--- src/rtl/pmax_pool_2x2_stream.sv ---
// Streaming 2x2 / stride-2 max-pool over a raster-order feature map.
// One pixel per beat in, one pooled value per completed window out.
// The horizontal max of each pixel pair is kept in a half-row line buffer
// on even rows. On odd rows it is combined with the matching horizontal max.
module pmax_pool_2x2_stream #(
  parameter int DATA_W = 21,
  parameter int IMG_W  = 8,
  parameter int IMG_H  = 8,
  parameter bit SIGNED = 1'b1
) (
  input  logic              clk,
  input  logic              rst_n,
  input  logic              i_clear,
  input  logic              i_valid,
  output logic              i_ready,
  input  logic [DATA_W-1:0] i_data,
  output logic              o_valid,
  input  logic              o_ready,
  output logic [DATA_W-1:0] o_data,
  output logic              o_last
);

  // Column counter is at least 2 bits so that col[CW-1:1] is always a legal slice.
  localparam int CW    = ($clog2(IMG_W) < 2) ? 2 : $clog2(IMG_W);
  localparam int RW    = ($clog2(IMG_H) < 1) ? 1 : $clog2(IMG_H);
  localparam int IW    = CW - 1;
  localparam int DEPTH = 1 << IW;
  localparam logic [CW-1:0] COL_LAST = CW'(IMG_W - 1);
  localparam logic [RW-1:0] ROW_LAST = RW'(IMG_H - 1);

  // Full-width magnitude compare. Signedness is chosen at elaboration.
  // On a tie, b is returned. The two values are identical in that case.
  function automatic logic [DATA_W-1:0] max2(input logic [DATA_W-1:0] a,
                                             input logic [DATA_W-1:0] b);
    logic signed [DATA_W-1:0] sa;
    logic signed [DATA_W-1:0] sb;
    logic                     a_gt_b;
    sa = a;
    sb = b;
    if (SIGNED) a_gt_b = (sa > sb);
    else        a_gt_b = (a > b);
    return a_gt_b ? a : b;
  endfunction

  logic [CW-1:0]     col;
  logic [RW-1:0]     row;
  logic [DATA_W-1:0] hold_p0;
  logic [DATA_W-1:0] line_buf [DEPTH];
  logic [IW-1:0]     idx;
  logic [DATA_W-1:0] h_max;
  logic [DATA_W-1:0] v_max;
  logic              accept;
  logic              last_col;
  logic              last_row;

  // A new pixel can enter whenever the output register is empty or being drained.
  assign i_ready  = !o_valid || o_ready;
  // A flush overrides acceptance. The pixel presented in that cycle is dropped.
  assign accept   = i_valid && i_ready && !i_clear;
  assign idx      = col[CW-1:1];
  assign last_col = (col == COL_LAST);
  assign last_row = (row == ROW_LAST);
  assign h_max    = max2(hold_p0, i_data);
  assign v_max    = max2(line_buf[idx], h_max);

  // Raster position of the next pixel. Wraps seamlessly into the next frame.
  always_ff @(posedge clk or negedge rst_n) begin
    if (!rst_n) begin
      col <= '0;
      row <= '0;
    end else if (i_clear) begin
      col <= '0;
      row <= '0;
    end else if (accept) begin
      if (last_col) begin
        col <= '0;
        row <= last_row ? '0 : row + 1'b1;
      end else begin
        col <= col + 1'b1;
      end
    end
  end

  // ---- stage p0: capture the even-column pixel of each horizontal pair ----
  always_ff @(posedge clk or negedge rst_n) begin
    if (!rst_n)                  hold_p0 <= '0;
    else if (accept && !col[0])  hold_p0 <= i_data;
  end

  // Even rows park the horizontal max. Every entry is written before it is read, so it is not reset.
  always_ff @(posedge clk) begin
    if (accept && col[0] && !row[0]) line_buf[idx] <= h_max;
  end

  // ---- stage p1: output register, loaded on the last pixel of each window ----
  always_ff @(posedge clk or negedge rst_n) begin
    if (!rst_n) begin
      o_valid <= 1'b0;
      o_data  <= '0;
      o_last  <= 1'b0;
    end else if (i_clear) begin
      o_valid <= 1'b0;
      o_last  <= 1'b0;
    end else if (accept && col[0] && row[0]) begin
      o_data  <= v_max;
      o_valid <= 1'b1;
      o_last  <= last_row && last_col;
    end else if (o_ready) begin
      o_valid <= 1'b0;
      o_last  <= 1'b0;
    end
  end

endmodule

--- config.mk ---
export PLATFORM = sky130hd
export DESIGN_NAME = pmax_pool_2x2_stream
export DESIGN_NICKNAME = d
export VERILOG_FILES = /design/src/rtl/pmax_pool_2x2_stream.sv
export SDC_FILE = /design/constraint.sdc
export NUM_CORES = 1
export LEC_CHECK = 0
export CAP_MARGIN = 25
export CORE_MARGIN = 4
export CORE_UTILIZATION = 50
export DETAILED_ROUTE_END_ITERATION = 10
export MAX_ROUTING_LAYER = met4
export PLACE_DENSITY = 0.69
export REMOVE_ABC_BUFFERS = 1
export SLEW_MARGIN = 30
export SYNTH_ARGS = -nofsm -noshare
export SYNTH_HDL_FRONTEND = slang
export SYNTH_SLANG_ARGS = --single-unit
--- constraint.sdc ---
create_clock -name clk -period 8.4 [get_ports clk]
set_input_delay 1.68 -clock clk [delete_from_list [all_inputs] [get_ports clk]]
set_output_delay 1.68 -clock clk [all_outputs]
set_load 0.05 [all_outputs]
Word level (Yosys, flattened, before mapping)
Memories as Yosys holds them, arrays and structs flattened.
Index checks and enable logic that the tools add are counted.
{"block": "word_totals", "mem_bits_rw": 84, "register_bits": 50, "memories": 1}
{"block": "op_classes", "order_cmp": 2, "eq_ne": 2, "addsub": 2, "n_mux": 16, "bitwise_logic": 1, "reduce_logical": 17}
{"memory": "line_buf", "words": 4, "word_bits": 21, "rd": 1, "rd_clocked_by_memory_dff": 0, "write_ports": 1, "line": "48", "source": "logic [DATA_W-1:0] line_buf [DEPTH];"}
{"operator": "> comparator 21 bit", "n": 2}
{"operator": "2-to-1 mux 21 bit", "n": 2}
{"operator": "2-to-1 mux 3 bit", "n": 7}
{"operator": "logical AND 1 bit", "n": 7}
{"operator": "2-to-1 mux 1 bit", "n": 7}
{"operator": "adder 3 x 1 -> 3 bit (second input constant)", "n": 2}
{"operator": "equality test 3 bit (second input constant)", "n": 2}
{"operator": "logical NOT 1 bit", "n": 4}
{"operator": "AND reduction 2 bit", "n": 2}
{"operator": "nonzero test 2 bit", "n": 2}
{"operator": "nonzero test 3 bit", "n": 1}
{"operator": "logical OR 1 bit", "n": 1}
{"operator": "NOT 1 bit", "n": 1}

Logic depth before layout (Yosys ltp)
{"block": "logic_depth", "depth_word": 8, "depth_mapped": 19, "depth_no_buf": 16}

Worst setup path before layout
No wires, ideal clock.
{"block": "synth_path", "path_kind": "input -> register", "startpoint": "input i_data[20]", "endpoint": "register o_data[11]", "setup_slack_ns": 2.904, "path_stages": 18, "t_required_ns": 8.274, "n_path_buf": 2, "arrival_time_ns": 5.370, "setup_time_ns": 0.126, "cell_sequence": "inv_1 ha_1 and4_4 nand4_2 o21bai_1 nand2_1 buf_1 a2111oi_0 and2_2 ha_1 a211oi_1 o21bai_1 a221oi_1 o21ai_0 a41oi_1 nor2_1 clkbuf_1 a221o_1"}
{"block": "synth_via", "elab_chain_cells": 4}
{"item": "from (decl)", "line": "16", "source": "input logic [DATA_W-1:0] i_data,"}
{"item": "> comparator 21 bit", "line": "40", "source": "if (SIGNED) a_gt_b = (sa > sb);"}
{"item": "2-to-1 mux 21 bit (*)", "line": "42", "source": "return a_gt_b ? a : b;"}
{"item": "> comparator 21 bit", "line": "40"}
{"item": "2-to-1 mux 21 bit (*)", "line": "42"}
{"item": "to (signal assigned)", "line": "105", "source": "o_data <= v_max;"}
{"item": "to (decl)", "line": "19", "source": "output logic [DATA_W-1:0] o_data,"}
Every way passes the cells marked *; elsewhere a longest branch is shown, timed or not.
A chain may end at the register's enable or synchronous reset.

Final worst setup path
{"block": "layout_path", "startpoint": "input i_data[20]", "endpoint": "register o_data[9]"}
The elaborated chain is that of the path after synthesis.

==> impl_metrics.yaml <==
logic_synthesis:
  synthArstFlopShare_pct: 37.3
  synth.area.top_cells: "edfxtp_1 33%, dfrtp_1 17%, ha_1 7.6%"
  yosysTopAreaCellShare_pct: 33.4
  ys.flop_type: "edfxtp_1"
  synth-edff-count: 84
  synthDistinctLibCells: 52
  syn_inst: 656
  yosysWarnings: 0
  synth.avg_cell_area_um2: 11.5
  synth_seq_cells: 134
  yosys.area.top_type: "edfxtp_1"
  netlist_area_um2: 7560
  synth_seq_area_share_pct: 49.9
placed_design:
  hpwl_mm: 11.9
  gp_congestion: 0.868
  io_buffers: 49
pwr:
  peakVddDrop_v: 0.000178
  leakage_nw: 3.61
  p_per_area_nw_per_um2: 231
finish:
  post-route-util_pct: 60.3
  layout-drive-gt1-share_pct: 15.1
  synthToLayoutAreaGrowth_pct: 16.9
  num-nets-final: 762
  diodes: 0
critical_path:
  end_kind: "flop"
  required_ps: 8760
  startpoint_type: "primary input"
  critical_path.max_fanout: 27
  crit_slowest_cell: "inv_1"
  r2r_cells: 15
  cp_cell_sequence: "clkdlybuf4s50_1, inv_1, ha_1, inv_1, a21oi_1, a211oi_4, buf_4, a211oi_1, a2111oi_0, and2_1, ha_1, nand3_1, o21bai_1, a31oi_1, o31ai_1, a41oi_1, nor2_1, buf_4, a221o_1"
  worstSetupPathType: "in2reg"
  slowest_delay_ps: 530
  critical_path_arrival_ps: 7330
global_route:
  antenna_found_initial: 0
  gr-total-overflow: 0
  grt_pass1_wl_mm: 29.0
  grt_max_degree: 51
  grt_util_all_layers_pct: 22.9
  grt_pass1_vias: 5515
clocking:
  cts_root_buf: "clkbuf_16"
  post_cts_buffers: 0
  cts_tree: "done"
  clk_pin_slew_ps: 60
  numCtsBuffers: 17
  clock_latency_ps: 420
  cts_sinks: 134
  h-tree-depth: 4
  clockBufferDepth: 2
  holdBufCountCts: 0
  cts_resized: 0
timing:
  fin_crit_ps: 6980
  fin_hold_ws_ps: 508
  slew_viol_final: 0
  finalSetupTns_ps: 0
  tightest_slew_ps: 856
  slew_headroom_pct: 42.9
  finClkSkew_ps: 10.9
  rsz0062_at_grt: "false"
  setup_viol: 0
  timing.fmax_mhz: 143
  period_share_pct: 83.0
  final-hold-violation-count: 0
route:
  ant_nets: 0
  wl_met2_mm: 9.05
  wirelength_mm: 18.4
  first_pass_iters: 7
  drt_iter0_markers: 482
  routedWlPerCell_um: 20.7
  wl_met1_mm: 8.00
  drcViolationCount: 0
  top_layer: "met4"
  vias: 5679
  vias_per_cell: 6.40
  wl_met3_mm: 1.06
die:
  die_w_um: 131
  fp.dieH_um: 131
  rows: 44
  pin_count: 50
  coreArea_um2: 14600
  start_util_pct: 51.6
  fp.dieArea_um2: 17100
min_path:
  worstHoldPathCells: 1
  hp-class: "reg2reg"
status:
  status: "finished, final reports clean"
run:
  cap_violations: 0
-- registers in the layout (all words and copies together) (netlist names) --
signal / cells
row: 3
col: 3
o_last: 1
o_data: 21
o_valid: 1
hold_p0: 21
line_buf: 84
-- worst max-delay path, delay by kind of cell --
kind                       cells  cell delay, ps
buffers and inverters          5            1840
AOI/OAI and AO/OA              9            2120
adders and majority gates      2             770
and+or+nand+nor                3             900
-- metrics by stage --
stage / instances / total power, mW / area (um2) / setup slack [ps]
finish: 887 / 2.04 / 8830 / 1420
global route: 887 / 2.13 / 8830 / 1020
CTS: 887 / 2.04 / 8830 / 1570
detailed placement: 855 / 1.27 / 8220 / 1130
global placement: 855 / 1.25 / 8220 / 1370
floorplan: 604 / 1.11 / 7340 / 217
-- Yosys cell counts, types with 3 or more instances --
library cell,number
a2111oi_2,8
dfrtp_1,50
ha_1,46
a2111oi_0,12
and4_1,22
edfxtp_1,84
mux4_2,21
a211oi_1,21
inv_2,19
nor2_1,12
and3_1,42
buf_2,6
buf_1,3
a221o_1,20
a21oi_1,19
nor4_1,22
nand4_1,6
nand3_1,10
and2_1,21
nor3_1,6
a21o_1,3
o21bai_1,4
a22oi_1,20
inv_1,27
nand2_1,54
o21ai_0,24
clkbuf_1,40
-- cell families (layout without fill, tap and decap cells) --
kind of cell | count (synthesis) | in the layout | synth area share (%)
AND/OR/NAND/NOR | 208 | 208 | 15.8
AO/OA/AOI/OAI | 146 | 146 | 14.8
flip-flops | 134 | 134 | 49.9
buffers and inverters | 98 | 145 | 5.18
adder cells (fa/ha/maj) | 46 | 46 | 7.61
multiplexers | 24 | 24 | 6.67
-- area by class of cell --
class | instances | area [um2]
flip-flops and latches | 134 | 3770
clock inverters | 7 | 119
well taps | 184 | 230
fillers | 1147 | 5810
repair buffers | 67 | 621
clock buffers | 25 | 495
multi-input cells | 424 | 3420
inverters | 46 | 173
-- routing by layer --
layer	global-route usage, %	vias to the layer above
met1	29.6	2810
met4	6.41	0
met5	-	-
met2	36.6	212
li1	-	2625
met3	5.12	32
-- path summary, 6_finish.rpt --
check	from	to	slack, ps
worst max-delay path	i_data[20]	o_data[9]	1420
worst min-delay path	o_data[18]	o_data[18]	510
worst max register to register	hold_p0[20]	o_data[9]	2870
worst min register to register	o_data[18]	o_data[18]	510
max in group asynchronous	rst_n	hold_p0[1]	6490
min in group asynchronous	rst_n	o_data[13]	1420
-- layout by cell type, fill, tap and decap left out, types with 2 or more instances in the layout --
master / synthesis / layout
edfxtp_1: 84 / 84
nand2_1: 54 / 54
dfrtp_1: 50 / 50
clkdlybuf4s50_1: 0 / 48
ha_1: 46 / 46
and3_1: 42 / 42
inv_1: 27 / 27
o21ai_0: 24 / 24
and4_1: 22 / 22
nor4_1: 22 / 22
mux4_2: 21 / 21
and2_1: 21 / 21
a211oi_1: 21 / 21
a22oi_1: 20 / 20
a221o_1: 20 / 20
a21oi_1: 19 / 19
inv_2: 19 / 19
buf_4: 0 / 18
clkbuf_16: 0 / 17
a2111oi_0: 12 / 12
nor2_1: 12 / 12
nand3_1: 10 / 10
a2111oi_2: 8 / 8
nand4_1: 6 / 6
nor3_1: 6 / 5
clkbuf_8: 0 / 4
clkbuf_1: 40 / 4
a21o_1: 3 / 3
o21bai_1: 4 / 3
bufinv_16: 0 / 3
nand3b_1: 2 / 2
a211o_1: 2 / 2
o21a_1: 2 / 2
a31oi_1: 2 / 2
a41oi_1: 2 / 2
or3_1: 2 / 2
nor2b_1: 2 / 2
mux2i_1: 2 / 2
clkinvlp_4: 0 / 2
-- where the power goes --
part / switching, mW / internal, mW / total, mW / leakage, nW
logic: 0.309 / 0.174 / 0.483 / 1.89
clock network: 0.272 / 0.498 / 0.771 / 0.294
registers: 0.0189 / 0.765 / 0.784 / 1.43
No activity file was read; power rests on OpenSTA's default activity.
